==> config.mk <==
export PLATFORM = sky130hd
export DESIGN_NAME = cla8_sub_pipe_flat
export DESIGN_NICKNAME = d
export VERILOG_FILES = /design/src/rtl/cla8_sub_pipe_if.sv /design/src/rtl/cla8_sub_pipe.sv /design/src/flat_wrapper.sv
export SDC_FILE = /design/constraint.sdc
export NUM_CORES = 1
export LEC_CHECK = 0
export ABC_AREA = 1
export CORE_MARGIN = 5
export CORE_UTILIZATION = 28
export CTS_CLUSTER_DIAMETER = 120
export DETAILED_ROUTE_END_ITERATION = 10
export PLACE_DENSITY = 0.53
export SLEW_MARGIN = 20
export SYNTH_ARGS = -nofsm -noshare
export SYNTH_HDL_FRONTEND = slang
export SYNTH_SLANG_ARGS = --single-unit
==> constraint.sdc <==
create_clock -name clk -period 2.3 [get_ports clk]
set_clock_uncertainty 0.05 [all_clocks]
set_input_delay 0.46 -clock clk [delete_from_list [all_inputs] [get_ports clk]]
set_output_delay 0.46 -clock clk [all_outputs]
set_load 0.01 [all_outputs]
==> src/rtl/cla8_sub_pipe_if.sv <==
// Operand/result handshake bundle for the pipelined subtractor.
// The slave side is the subtractor itself; the master side is the surrounding datapath.
interface cla8_sub_pipe_if #(
    parameter int WIDTH = 8
) ();
    logic             inValid;
    logic             inReady;
    logic [WIDTH-1:0] A;
    logic [WIDTH-1:0] B;
    logic             borrowIn;
    logic             outValid;
    logic             outReady;
    logic [WIDTH-1:0] Diff;
    logic             borrowOut;
    logic             overflow;

    modport slave (
        input  inValid, A, B, borrowIn, outReady,
        output inReady, outValid, Diff, borrowOut, overflow
    );

    modport master (
        output inValid, A, B, borrowIn, outReady,
        input  inReady, outValid, Diff, borrowOut, overflow
    );
endinterface

==> src/rtl/cla8_sub_pipe.sv <==
// Two-stage flow-controlled subtractor: A - B - borrowIn computed as A + ~B + ~borrowIn,
// low half resolved by a carry-lookahead slice in stage 1, high half in stage 2.
module cla8_sub_pipe #(
    parameter int WIDTH = 8
) (
    input  logic             clk,
    input  logic             rst_n,
    cla8_sub_pipe_if.slave   bus
);
    localparam int H = WIDTH / 2;

    // Flattened lookahead carries: c[i+1] = g[i] | p[i]g[i-1] | ... | p[i..0]cin.
    function automatic logic [H:0] cla_half(
        input logic [H-1:0] a,
        input logic [H-1:0] bn,
        input logic         cin
    );
        logic [H-1:0] p;
        logic [H-1:0] g;
        logic [H:0]   c;
        logic         acc;
        logic         prod;
        p    = a ^ bn;
        g    = a & bn;
        c    = {(H+1){1'b0}};
        c[0] = cin;
        for (int i = 0; i < H; i++) begin
            acc  = g[i];
            prod = p[i];
            for (int j = i - 1; j >= 0; j--) begin
                acc  = acc | (prod & g[j]);
                prod = prod & p[j];
            end
            acc    = acc | (prod & cin);
            c[i+1] = acc;
        end
        return {c[H], p ^ c[H-1:0]};
    endfunction

    logic             in_ready_s;
    logic             accept_s;
    logic             advance_s;
    logic [H:0]       lo_res_s;
    logic [H:0]       hi_res_s;
    logic [WIDTH-1:0] bn_s;
    logic             ovf_s;

    logic             s1_valid_d,  s1_valid_q;
    logic [H-1:0]     s1_lo_d,     s1_lo_q;
    logic             s1_cmid_d,   s1_cmid_q;
    logic [H-1:0]     s1_a_hi_d,   s1_a_hi_q;
    logic [H-1:0]     s1_bn_hi_d,  s1_bn_hi_q;
    logic             out_valid_d, out_valid_q;
    logic [WIDTH-1:0] diff_d,      diff_q;
    logic             borrow_d,    borrow_q;
    logic             ovf_d,       ovf_q;

    // Handshake decode and both arithmetic slices; outReady -> inReady is the only comb path.
    always_comb begin
        in_ready_s = !s1_valid_q || !out_valid_q || bus.outReady;
        accept_s   = bus.inValid && in_ready_s;
        advance_s  = s1_valid_q && (!out_valid_q || bus.outReady);
        bn_s       = ~bus.B;
        lo_res_s   = cla_half(bus.A[H-1:0], bn_s[H-1:0], ~bus.borrowIn);
        hi_res_s   = cla_half(s1_a_hi_q, s1_bn_hi_q, s1_cmid_q);
        // Operands differ in sign and the result sign departs from the minuend.
        ovf_s      = (s1_a_hi_q[H-1] != ~s1_bn_hi_q[H-1]) && (hi_res_s[H-1] != s1_a_hi_q[H-1]);
    end

    // Next-state for both pipeline stages; everything holds unless a move happens.
    always_comb begin
        s1_valid_d  = s1_valid_q;
        s1_lo_d     = s1_lo_q;
        s1_cmid_d   = s1_cmid_q;
        s1_a_hi_d   = s1_a_hi_q;
        s1_bn_hi_d  = s1_bn_hi_q;
        out_valid_d = out_valid_q;
        diff_d      = diff_q;
        borrow_d    = borrow_q;
        ovf_d       = ovf_q;

        if (accept_s) begin
            s1_valid_d = 1'b1;
            s1_lo_d    = lo_res_s[H-1:0];
            s1_cmid_d  = lo_res_s[H];
            s1_a_hi_d  = bus.A[WIDTH-1:H];
            s1_bn_hi_d = bn_s[WIDTH-1:H];
        end else if (advance_s) begin
            s1_valid_d = 1'b0;
        end else begin
            s1_valid_d = s1_valid_q;
        end

        if (advance_s) begin
            out_valid_d = 1'b1;
            diff_d      = {hi_res_s[H-1:0], s1_lo_q};
            borrow_d    = ~hi_res_s[H];
            ovf_d       = ovf_s;
        end else if (out_valid_q && bus.outReady) begin
            out_valid_d = 1'b0;
        end else begin
            out_valid_d = out_valid_q;
        end
    end

    // Pipeline registers; reset discards any in-flight beats.
    always_ff @(posedge clk or negedge rst_n) begin
        if (!rst_n) begin
            s1_valid_q  <= 1'b0;
            s1_lo_q     <= {H{1'b0}};
            s1_cmid_q   <= 1'b0;
            s1_a_hi_q   <= {H{1'b0}};
            s1_bn_hi_q  <= {H{1'b0}};
            out_valid_q <= 1'b0;
            diff_q      <= {WIDTH{1'b0}};
            borrow_q    <= 1'b0;
            ovf_q       <= 1'b0;
        end else begin
            s1_valid_q  <= s1_valid_d;
            s1_lo_q     <= s1_lo_d;
            s1_cmid_q   <= s1_cmid_d;
            s1_a_hi_q   <= s1_a_hi_d;
            s1_bn_hi_q  <= s1_bn_hi_d;
            out_valid_q <= out_valid_d;
            diff_q      <= diff_d;
            borrow_q    <= borrow_d;
            ovf_q       <= ovf_d;
        end
    end

    assign bus.inReady   = in_ready_s;
    assign bus.outValid  = out_valid_q;
    assign bus.Diff      = diff_q;
    assign bus.borrowOut = borrow_q;
    assign bus.overflow  = ovf_q;
endmodule

==> src/flat_wrapper.sv <==
// flat-port wrapper written by rule: the top's interface ports become plain ports
module cla8_sub_pipe_flat 
#(
    parameter int WIDTH = 8
)
  (clk, rst_n, bus_inValid, bus_A, bus_B, bus_borrowIn, bus_outReady, bus_inReady, bus_outValid, bus_Diff, bus_borrowOut, bus_overflow);
  cla8_sub_pipe_if #(.WIDTH(WIDTH)) bus_i ();
  input  logic clk;
  input  logic rst_n;
  input wire logic [$bits(bus_i.inValid)-1:0] bus_inValid;
  input wire logic [$bits(bus_i.A)-1:0] bus_A;
  input wire logic [$bits(bus_i.B)-1:0] bus_B;
  input wire logic [$bits(bus_i.borrowIn)-1:0] bus_borrowIn;
  input wire logic [$bits(bus_i.outReady)-1:0] bus_outReady;
  output wire logic [$bits(bus_i.inReady)-1:0] bus_inReady;
  output wire logic [$bits(bus_i.outValid)-1:0] bus_outValid;
  output wire logic [$bits(bus_i.Diff)-1:0] bus_Diff;
  output wire logic [$bits(bus_i.borrowOut)-1:0] bus_borrowOut;
  output wire logic [$bits(bus_i.overflow)-1:0] bus_overflow;
  assign bus_i.inValid = bus_inValid;
  assign bus_i.A = bus_A;
  assign bus_i.B = bus_B;
  assign bus_i.borrowIn = bus_borrowIn;
  assign bus_i.outReady = bus_outReady;
  assign bus_inReady = bus_i.inReady;
  assign bus_outValid = bus_i.outValid;
  assign bus_Diff = bus_i.Diff;
  assign bus_borrowOut = bus_i.borrowOut;
  assign bus_overflow = bus_i.overflow;
  cla8_sub_pipe #(.WIDTH(WIDTH)) u_core (.clk(clk), .rst_n(rst_n), .bus(bus_i));
endmodule
Word level (Yosys, flattened, before mapping)
Index checks and enable logic that the tools add are counted.

storage, ports and cells
  bits in registers = 25
  input bits = 21
  output and inout bits = 12
  word-level logic and storage cells = 88

operators by class
  equality and inequality tests = 2
  mux-type cells = 4
  bitwise operators = 62
  reduce and logical (&&, ||, !) cells = 11

operator list
  kind                 count
  $and A1 B1 Y1        32
  $or A1 B1 Y1         20
  $xor A4 B4 Y4        4
  $and A4 B4 Y4        2
  $not A8 Y8           1
  $logic_and A1 B1 Y1  4
  $mux W1              4
  $reduce_bool A2 Y1   2
  $logic_or A1 B1 Y1   3
  $not A1 Y1           3
  $logic_not A1 Y1     2
  $ne A1 B1 Y1         2

Logic depth before layout (Yosys ltp)
  depth in word-level cells = 8
  depth in mapped cells = 10
  gate-level depth less buffers = 9

Worst setup path before layout
Ideal clock, no wire load.

  path kind = input to register
  start = input port bus_B[1]
  end = register u_core.s1_lo_q[3]
  arrival time = 1.282 ns
  data required time = 2.133 ns
  setup slack = 0.851 ns
  stages on the path = 9
  buffers on the path = 1
  cell sequence = inv_1 > ha_1 > buf_2 > nand2_1 > nor2_1 > nor2_1 > nand3_1 > nand3_1 > nand2_1

between the ends
  longest elaborated chain between the ends = 7
  elaborated cells on any way between the ends = 12
  classes of those cells = bitwise: 12

ends and longest elaborated chain
  what                                            RTL line                                  RTL
  start: declaration                              flat_wrapper.sv:12                        input wire logic [$bits(bus_i.B)-1:0] bus_B;
  $not A8 Y8 *                                    cla8_sub_pipe.sv:63                       bn_s = ~bus.B;
  $and A4 B4 Y4 or $xor A4 B4 Y4 (tied branches)  cla8_sub_pipe.sv:24, cla8_sub_pipe.sv:23
  $and A1 B1 Y1, on equally long branches         cla8_sub_pipe.sv:31, cla8_sub_pipe.sv:32
  $or A1 B1 Y1 (tied with other cells)            cla8_sub_pipe.sv:31                       acc = acc | (prod & g[j]);
  $or A1 B1 Y1 or $and A1 B1 Y1 (tied branches)   cla8_sub_pipe.sv:31, cla8_sub_pipe.sv:34
  $or A1 B1 Y1 *                                  cla8_sub_pipe.sv:34                       acc = acc | (prod & cin);
  $xor A4 B4 Y4 *                                 cla8_sub_pipe.sv:37                       return {c[H], p ^ c[H-1:0]};
  end signal: assignment                          cla8_sub_pipe.sv:110                      s1_lo_q <= {H{1'b0}};
  end signal: assignment                          cla8_sub_pipe.sv:120                      s1_lo_q <= s1_lo_d;
  end: declaration                                cla8_sub_pipe.sv:49                       logic [H-1:0] s1_lo_d, s1_lo_q;

Mark *: on every way between the ends. The rest lies on a longest branch, timed or not.
A chain may end at the register's enable or synchronous reset.

Worst setup path after layout
  start = input port bus_outReady
  end = output port bus_inReady

between the ends
  longest elaborated chain between the ends = 1

ends and longest elaborated chain
  what                RTL line             RTL
  start: declaration  flat_wrapper.sv:14   input wire logic [$bits(bus_i.outReady)-1:0] bus_outReady;
  $logic_or A1 B1 Y1  cla8_sub_pipe.sv:60  in_ready_s = !s1_valid_q || !out_valid_q || bus.outReady;
  end: declaration    flat_wrapper.sv:15   output wire logic [$bits(bus_i.inReady)-1:0] bus_inReady;

No other way between the ends.

==> metrics.cfg <==
[floorplanning]
core-area_um2=4660
start_util=0.284
ios=33
rows=25
die_height_um=78.8
die_area_um2=6210
die_x_um=78.8

[clock_network]
cts_resized=0
cts_tree=yes
cts_sinks=25
cts_setup_buffers=0
cts_root_buffer=clkbuf_8
cts_hold_buf=0
cts_inserted_buffers=3
clock_latency_ns=0.26
h-tree-depth=1
clockBufferDepth=2
clk_pin_slew_ns=0.08

[place]
hpwl_um=1990
gp_congestion=0.708
dp_slack_ns=0.181
portBuffers=32
place_area_um2=1710

[setup_path]
r2r_end=u_core.bus.overflow$_DFFE_PN0P_
crit_path_start_kind=input port
path_delay_family=buffers and inverters
slowest_delay_ns=0.55
crit_required_ns=1.79
reg2reg_depth=8
critPathMaxFanout=3
rr_startpoint=u_core.s1_bn_hi_q[1]$_DFFE_PN0P_
critical_path_arrival_ns=1.60
worstSetupPathType=in -> out
path_common_cell=clkdlybuf4s50_1
cp_cell_sequence=clkdlybuf4s50_1 > inv_1 > nand3_2 > clkdlybuf4s50_1
critPathCaptureType=output port
crit_slowest_cell=clkdlybuf4s50_1
rrSetupSlack_ns=0.81
crit_buf_inv=3

[pwr]
power.leakage_uw=0.000882
total_power_uw=1400
ir_worst_vdd_uv=206
power_density_nw_per_um2=800

[sta]
fin_crit_sh=0.919
tightest_slew_ns=0.326
slew_violations=0
fmax_ghz=0.473
timing.final.ws_setup_ns=0.186
fin_setup_tns_ns=0
min_period_ns=2.11
setup_viol=0
rsz0062_at_grt=no
slew_headroom=0.783
hold_viol=0

[outcome]
status=finished, final reports clean

[logic_synthesis]
synth_seq_cells=25
synth_top_cell_by_area=dfrtp_1
synth_area_leaders=dfrtp_1, nand2_1, ha_1, inv_1, nand3_1
synth_edf_count=0
synthFlopType=dfrtp_1
synth_nets=193
syn_inst=162
synth_top_area_frac=0.472
yosysUniqueCellTypes=20
syn_area_um2=1330
synth.avg_cell_area_um2=8.18
yosysWarningCount=0
synth-async-reset-ratio=1.00
ys_seq_area_frac=0.472

[layout]
design_area_um2=1750
area_growth_pct=32.2
drive_gt1_frac=0.0457
n_fill_cell=485
insertedDiodeCount=0
nets=229

[route]
drt-pass1-iter-count=4
drc_errors=0
viasPerCell=4.35
drt_wl_total_um=2540
vias=1091
drtAntennaViolNets=0
wire_per_inst_um=10.1
drt_iter0_markers=44

[global_route]
grt_start_max_net_pins=26
grt_use_total=0.0855
antenna_found_initial=0
grt_overflow=0
grt_first_pass_wirelength_um=4240
grt_pass1_vias=976

[run]
max_cap_viol_count=0

[worst_hold_path]
min_from=u_core.s1_lo_q[0]$_DFFE_PN0P_
hold_end=u_core.bus.Diff[0]$_DFFE_PN0P_
whs_path_depth=2
hp-class=reg -> reg

## kinds of logic after synthesis
family	after synthesis	share of synthesized area
compound gates	15	0.0576
fa+ha+maj	10	0.106
xor+xnor	2	0.0132
flops	25	0.472
simple gates	87	0.279
buf+inv	23	0.0727
## layout make-up
cell class                 instances  area [µm²]  share of cell area
sequential                        25         626               0.357
multi-input combinational        114         603               0.344
timing repair buffer              34         335               0.191
inverter                          20        75.1              0.0429
tap                               54        67.6              0.0386
clock buffer                       4        45.0              0.0257
## cells in the final DEF (no fill, tap or decap), drive strengths merged
master	Yosys	routed
a21oi	2	2
a31oi	1	1
buf	3	2
clkbuf	0	4
clkdlybuf4s50	0	32
dfrtp	25	25
fa	2	2
ha	8	8
inv	20	20
nand2	65	65
nand3	10	10
nand4	5	5
nor2	6	6
o21ai	12	12
or2	1	1
xor2	2	2
## cells in the mapped netlist, types with 2 or more instances
library cell	count
nor2_1	6
nand2_1	63
inv_1	19
o21ai_0	8
nand4_1	5
ha_1	8
nand3_1	9
a21oi_1	2
fa_1	2
buf_2	2
o21ai_1	4
dfrtp_1	25
xor2_1	2
## stage by stage
| step | util | cells | hold WS [ns] |
|---|---|---|---|
| finish | 0.376 | 251 | 0.441 |
| global route | 0.376 | 251 | 0.446 |
| CTS | 0.376 | 251 | 0.444 |
| detailed placement | 0.366 | 247 | 0.422 |
| global placement | 0.366 | 247 | 0.414 |
| floorplan | - | 162 | 0.114 |
## power by group
group	switching, µW	internal [µW]
registers	69.6	556
logic	249	272
clock network	131	124
## worst reg2reg max path: stages, from the launching register on
cell	delay [ns]
dfrtp_1	0.40
ha_1	0.37
nand2_1	0.11
nand2_1	0.08
nand2_1	0.08
nand2_1	0.11
nand2_1	0.06
nand3_1	0.07
nand2_1	0.05
## layer usage
metal / track usage / routed length [µm] / vias up
met2: 0.129 / 1060 / 31
met3: 0.0170 / 130 / 2
li1: - / - / 580
met4: 0.0472 / 27 / 0
met1: 0.114 / 1330 / 478
met5: 0 / 0 / -
## state kept, by name (all words and copies together) (netlist names)
register / count
u_core.bus.outValid: 1
u_core.s1_cmid_q: 1
u_core.s1_valid_q: 1
u_core.bus.Diff: 8
u_core.bus.borrowOut: 1
u_core.s1_lo_q: 4
u_core.s1_bn_hi_q: 4
u_core.s1_a_hi_q: 4
u_core.bus.overflow: 1
## worst max path at each step
stage	startpoint	endpoint	cells past startpoint
global placement	bus_outReady	bus_inReady	4
finish	bus_outReady	bus_inReady	4
detailed placement	bus_outReady	bus_inReady	4
global route	bus_outReady	bus_inReady	4
CTS	bus_outReady	bus_inReady	4
floorplan	bus_B[1]	u_core.s1_lo_q[3]$_DFFE_PN0P_	9
(Power assumes the default switching activity.)
==> variant 1: new RTL, same flow settings <==
`WIDTH` is set to 8 in 3 places; all go to 6.
--- a/src/rtl/cla8_sub_pipe_if.sv
+++ b/src/rtl/cla8_sub_pipe_if.sv
@@ -1,7 +1,7 @@
 // Operand/result handshake bundle for the pipelined subtractor.
 // The slave side is the subtractor itself; the master side is the surrounding datapath.
 interface cla8_sub_pipe_if #(
-    parameter int WIDTH = 8
+    parameter int WIDTH = 6
 ) ();
     logic             inValid;
     logic             inReady;
--- a/src/rtl/cla8_sub_pipe.sv
+++ b/src/rtl/cla8_sub_pipe.sv
@@ -1,7 +1,7 @@
 // Two-stage flow-controlled subtractor: A - B - borrowIn computed as A + ~B + ~borrowIn,
 // low half resolved by a carry-lookahead slice in stage 1, high half in stage 2.
 module cla8_sub_pipe #(
-    parameter int WIDTH = 8
+    parameter int WIDTH = 6
 ) (
     input  logic             clk,
     input  logic             rst_n,
--- a/src/flat_wrapper.sv
+++ b/src/flat_wrapper.sv
@@ -1,7 +1,7 @@
 // flat-port wrapper written by rule: the top's interface ports become plain ports
 module cla8_sub_pipe_flat 
 #(
-    parameter int WIDTH = 8
+    parameter int WIDTH = 6
 )
   (clk, rst_n, bus_inValid, bus_A, bus_B, bus_borrowIn, bus_outReady, bus_inReady, bus_outValid, bus_Diff, bus_borrowOut, bus_overflow);
   cla8_sub_pipe_if #(.WIDTH(WIDTH)) bus_i ();
Ports: changed (resized bus_A, bus_B and bus_Diff); port bits go from 33 to 27. The function was not compared with the original's and may differ.
==> variant 1 against the unedited design <==
- sequential power down 20%
- cell area down 21%
- sequential cell count decreased by 5
- worst hold slack got worse by 0.016 ns
- maximum frequency decreased by 0.66%
- setup slack got worse by 0.014 ns
- area after synthesis fell by 22%
- wire length is 21% lower
- global-route usage fell by 0.086 points
- power shrank 17%
==> variant 1: results (changes against the unedited design) <==
| Quantity | This run | vs unedited |
|:---|:---|:---|
| Result of the run | finished, final reports clean |  |
| Setup slack after placement | 0.176 ns | -0.00562 ns |
| Reg area | 500 um2 | -20% |
| Vias after detailed routing | 819 | -25% |
| Worst setup slack for register-to-register paths | 0.90 ns | +0.09 ns |
| Net total in the final layout | 170 | -26% |
| Final non-clock buffer share | 19.3% | +0.12 points |
| Post-synthesis share of cell area spent on xor and xnor gates | 1.69% | +0.36 points |
| Data arrival at the endpoint of the critical path | 1.62 ns | +0.02 ns |
| Layout cell share with drive strength beyond 1 | 9.03% | +4.5 points |
| Last weighted congestion value of the routability-driven placer | 0.797 | +12% |
| # fillers | 379 | -22% |
| Final Core Density | 38.3% | +0.67 points |
| GR Util met3 | 2.13% | +0.43 points |
| Maximum operating frequency | 0.470 GHz | -0.66% |
| Cell depth of the worst flop-to-flop path | 6 | -2 |
| Total length of routed met2 wires | 920 um | -13% |
| Number of flip-flops under the largest register name | 6 | -2 |
| Post-Route WL | 2010 um | -21% |
| Hold path start | u_core.s1_lo_q[2]$_DFFE_PN0P_ |  |
| Switching power share of the total | 30.5% | -1.6 points |
| Global-route total usage across every layer | 8.47% | -0.086 points |
| GR Util met2 | 13.2% | +0.28 points |
| Combinational share of power | 35.1% | -2.1 points |
| End of the worst register-to-register path | u_core.bus.Diff[5]$_DFFE_PN0P_ |  |
| Sequential cell count of the final layout | 20 | -20% |
| Met1 track utilization from global routing | 11.2% | -0.26 points |
| Placed cell areas | 0.00134 mm2 | -22% |
| Power dissipated in combinational cells | 0.000411 W | -21% |
| Hold worst-path end | u_core.bus.Diff[2]$_DFFE_PN0P_ |  |
| Seq/Total Area, Yosys | 48.2% | +0.98 points |
| Wire length on met3 | 108 um | -17% |
| Unique masters post-synth | 18 | -10% |
| Arithmetic-cell share of the synthesized area counting full adders, half adders and majority gates | 11.1% | +0.51 points |
| Sum of net half-perimeters after detailed placement | 1620 um | -19% |
| Wire length of the first global-routing pass | 3480 um | -18% |
| Multi-input combinational area share | 32.7% | -1.8 points |
| Non-Clock Inverter Count | 14 | -30% |
| Bufs w/o clock | 27 | -21% |
| Largest net degree at the start of global routing | 21 | -19% |
## variant 1: cell count changes after synthesis, moves of 2 or more
cell	before	now
sky130_fd_sc_hd__dfrtp_1	25	20
sky130_fd_sc_hd__nand4_1	5	1
sky130_fd_sc_hd__ha_1	8	6
sky130_fd_sc_hd__o21ai_2	0	5
sky130_fd_sc_hd__nand2_1	63	42
sky130_fd_sc_hd__o21ai_1	4	2
sky130_fd_sc_hd__buf_2	2	0
sky130_fd_sc_hd__o21ai_0	8	2
sky130_fd_sc_hd__inv_1	19	13
sky130_fd_sc_hd__nor2_1	6	2
## variant 1: cells by family (layout without fill, tap and decap cells)
group,Yosys count,count (layout)
AO/OA/AOI/OAI,12,12
XOR/XNOR,2,2
adder cells (fa/ha/maj),8,8
buffers and inverters,16,45
flip-flops,20,20
AND/OR/NAND/NOR,57,57
## variant 1: through the flow
step,hold WS (ns),cells
finish,0.424,192
global route,0.456,192
global placement,0.405,188
CTS,0.427,192
detailed placement,0.408,188
floorplan,0.114,115
==> variant 2: new RTL, same settings <==
Without the edit above. Make the reset (`rst_n`) synchronous in one clocked block.
--- a/src/rtl/cla8_sub_pipe.sv
+++ b/src/rtl/cla8_sub_pipe.sv
@@ -104,7 +104,7 @@
     end
 
     // Pipeline registers; reset discards any in-flight beats.
-    always_ff @(posedge clk or negedge rst_n) begin
+    always_ff @(posedge clk) begin
         if (!rst_n) begin
             s1_valid_q  <= 1'b0;
             s1_lo_q     <= {H{1'b0}};
Check against the original RTL: differs if rst_n is asserted again (counterexample within 4 cycles, from zero or initial values and one cycle with rst_n low); with rst_n held inactive, the same outputs for 10 cycles.
==> variant 2 against the unedited design <==
- cell count is 2.4% lower
- cell area fell by 6.1%
- global-route usage grew 0.33 points
- wire length decreased by 2.8%
- critical path depth is the same
- sequential cell count stayed put
- area after synthesis decreased by 7.0%
- register-to-register slack better by 0.04 ns
- die area decreased by 6.1%
- setup slack better by 0.011 ns
- critical endpoint unchanged
Power is not compared: it rests on default switching activity, and its combinational part moved more than twofold at a synthesized area within 25%.
==> variant 2: results (changes against the unedited design) <==
| Quantity | This run | vs unedited |
|:---|:---|:---|
| # fillers | 477 | -1.6% |
| Average via count per standard cell | 4.27 | -1.9% |
| Global-route total usage across every layer | 8.88% | +0.33 points |
| Net total in the final layout | 225 | -1.7% |
| Last weighted congestion value of the routability-driven placer | 0.769 | +8.5% |
| GR Util met2 | 13.8% | +0.88 points |
| Post-route met1 wirelength | 1290 um | -2.9% |
| GR Util met3 | 1.65% | -0.046 points |
| Setup slack after placement | 0.193 ns | +0.0121 ns |
| Total length of routed met2 wires | 1010 um | -4.1% |
| Sum of net half-perimeters after detailed placement | 1990 um | -0.11% |
| Reg area | 500 um2 | -20% |
| Result of the run | finished, final reports clean |  |
| Sequential power | 0.000484 W |  |
| Cell depth of the worst flop-to-flop path | 8 | unchanged |
| Leading post-synthesis cells by cell area | sky130_fd_sc_hd__dfxtp_1, sky130_fd_sc_hd__ha_1, sky130_fd_sc_hd__o21ai_0 |  |
| Met1 track utilization from global routing | 12.0% | +0.60 points |
| Buffers from clock root to sink, at most | 2 | unchanged |
| Non-Clock Inverter Count | 24 | +20% |
| Synthesized netlist cell count | 159 | -1.9% |
| Static Leak | 0.740 nW |  |
| Synth async-reset ratio | 0% | -100 points |
| Multi-input gate area in the final layout | 613 um2 | +1.7% |
| Placed cell areas | 0.00160 mm2 | -6.3% |
| Count of routing violations after the opening detailed-route iteration | 36 | -18% |
| Synthesized net count | 190 | -1.6% |
| Final non-clock buffer share | 19.9% | +0.80 points |
| Unique masters post-synth | 23 | +15% |
| Transition time at the pin with the least slew margin | 0.349 ns | +0.0224 ns |
| Post-Route WL | 2470 um | -2.8% |
| Seq/Total Area, Yosys | 40.6% | -6.6 points |
| Area fraction of clock buffers and clock inverters | 2.74% | +0.17 points |
| Layout cell share with drive strength beyond 1 | 5.18% | +0.61 points |
| Number of global-route vias before repair | 1,035 | +6.0% |
| Cell count after placement | 241 | -2.4% |
| Ranking of synthesized cells by instance count | sky130_fd_sc_hd__dfxtp_1, sky130_fd_sc_hd__inv_1, sky130_fd_sc_hd__nor2_1, sky130_fd_sc_hd__nand2_1, sky130_fd_sc_hd__o21ai_0 |  |
| Wire length of the first global-routing pass | 4420 um | +4.1% |
| Wire length per cell after detailed routing | 10.1 um | -0.37% |
variant 2: path summary, 6_finish.rpt:
kind                                     start                         endpoint  slack, ns
max                               bus_outReady                      bus_inReady       0.20
min             u_core.s1_lo_q[3]$_SDFFE_PN0P_   u_core.s1_lo_q[3]$_SDFFE_PN0P_       0.42
max reg2reg  u_core.s1_bn_hi_q[2]$_SDFFE_PN0P_  u_core.bus.Diff[7]$_SDFFE_PN0P_       0.85
min reg2reg     u_core.s1_lo_q[3]$_SDFFE_PN0P_   u_core.s1_lo_q[3]$_SDFFE_PN0P_       0.42
variant 2: logic make-up (layout without fill, tap and decap cells):
| logic type | Yosys count | count (layout) | share of synthesized area, % |
|---|---|---|---|
| AO/OA/AOI/OAI | 37 | 37 | 15.6 |
| XOR/XNOR | 3 | 3 | 2.13 |
| flip-flops | 25 | 25 | 40.6 |
| buffers and inverters | 27 | 61 | 9.64 |
| AND/OR/NAND/NOR | 57 | 57 | 20.6 |
| adder cells (fa/ha/maj) | 10 | 10 | 11.4 |
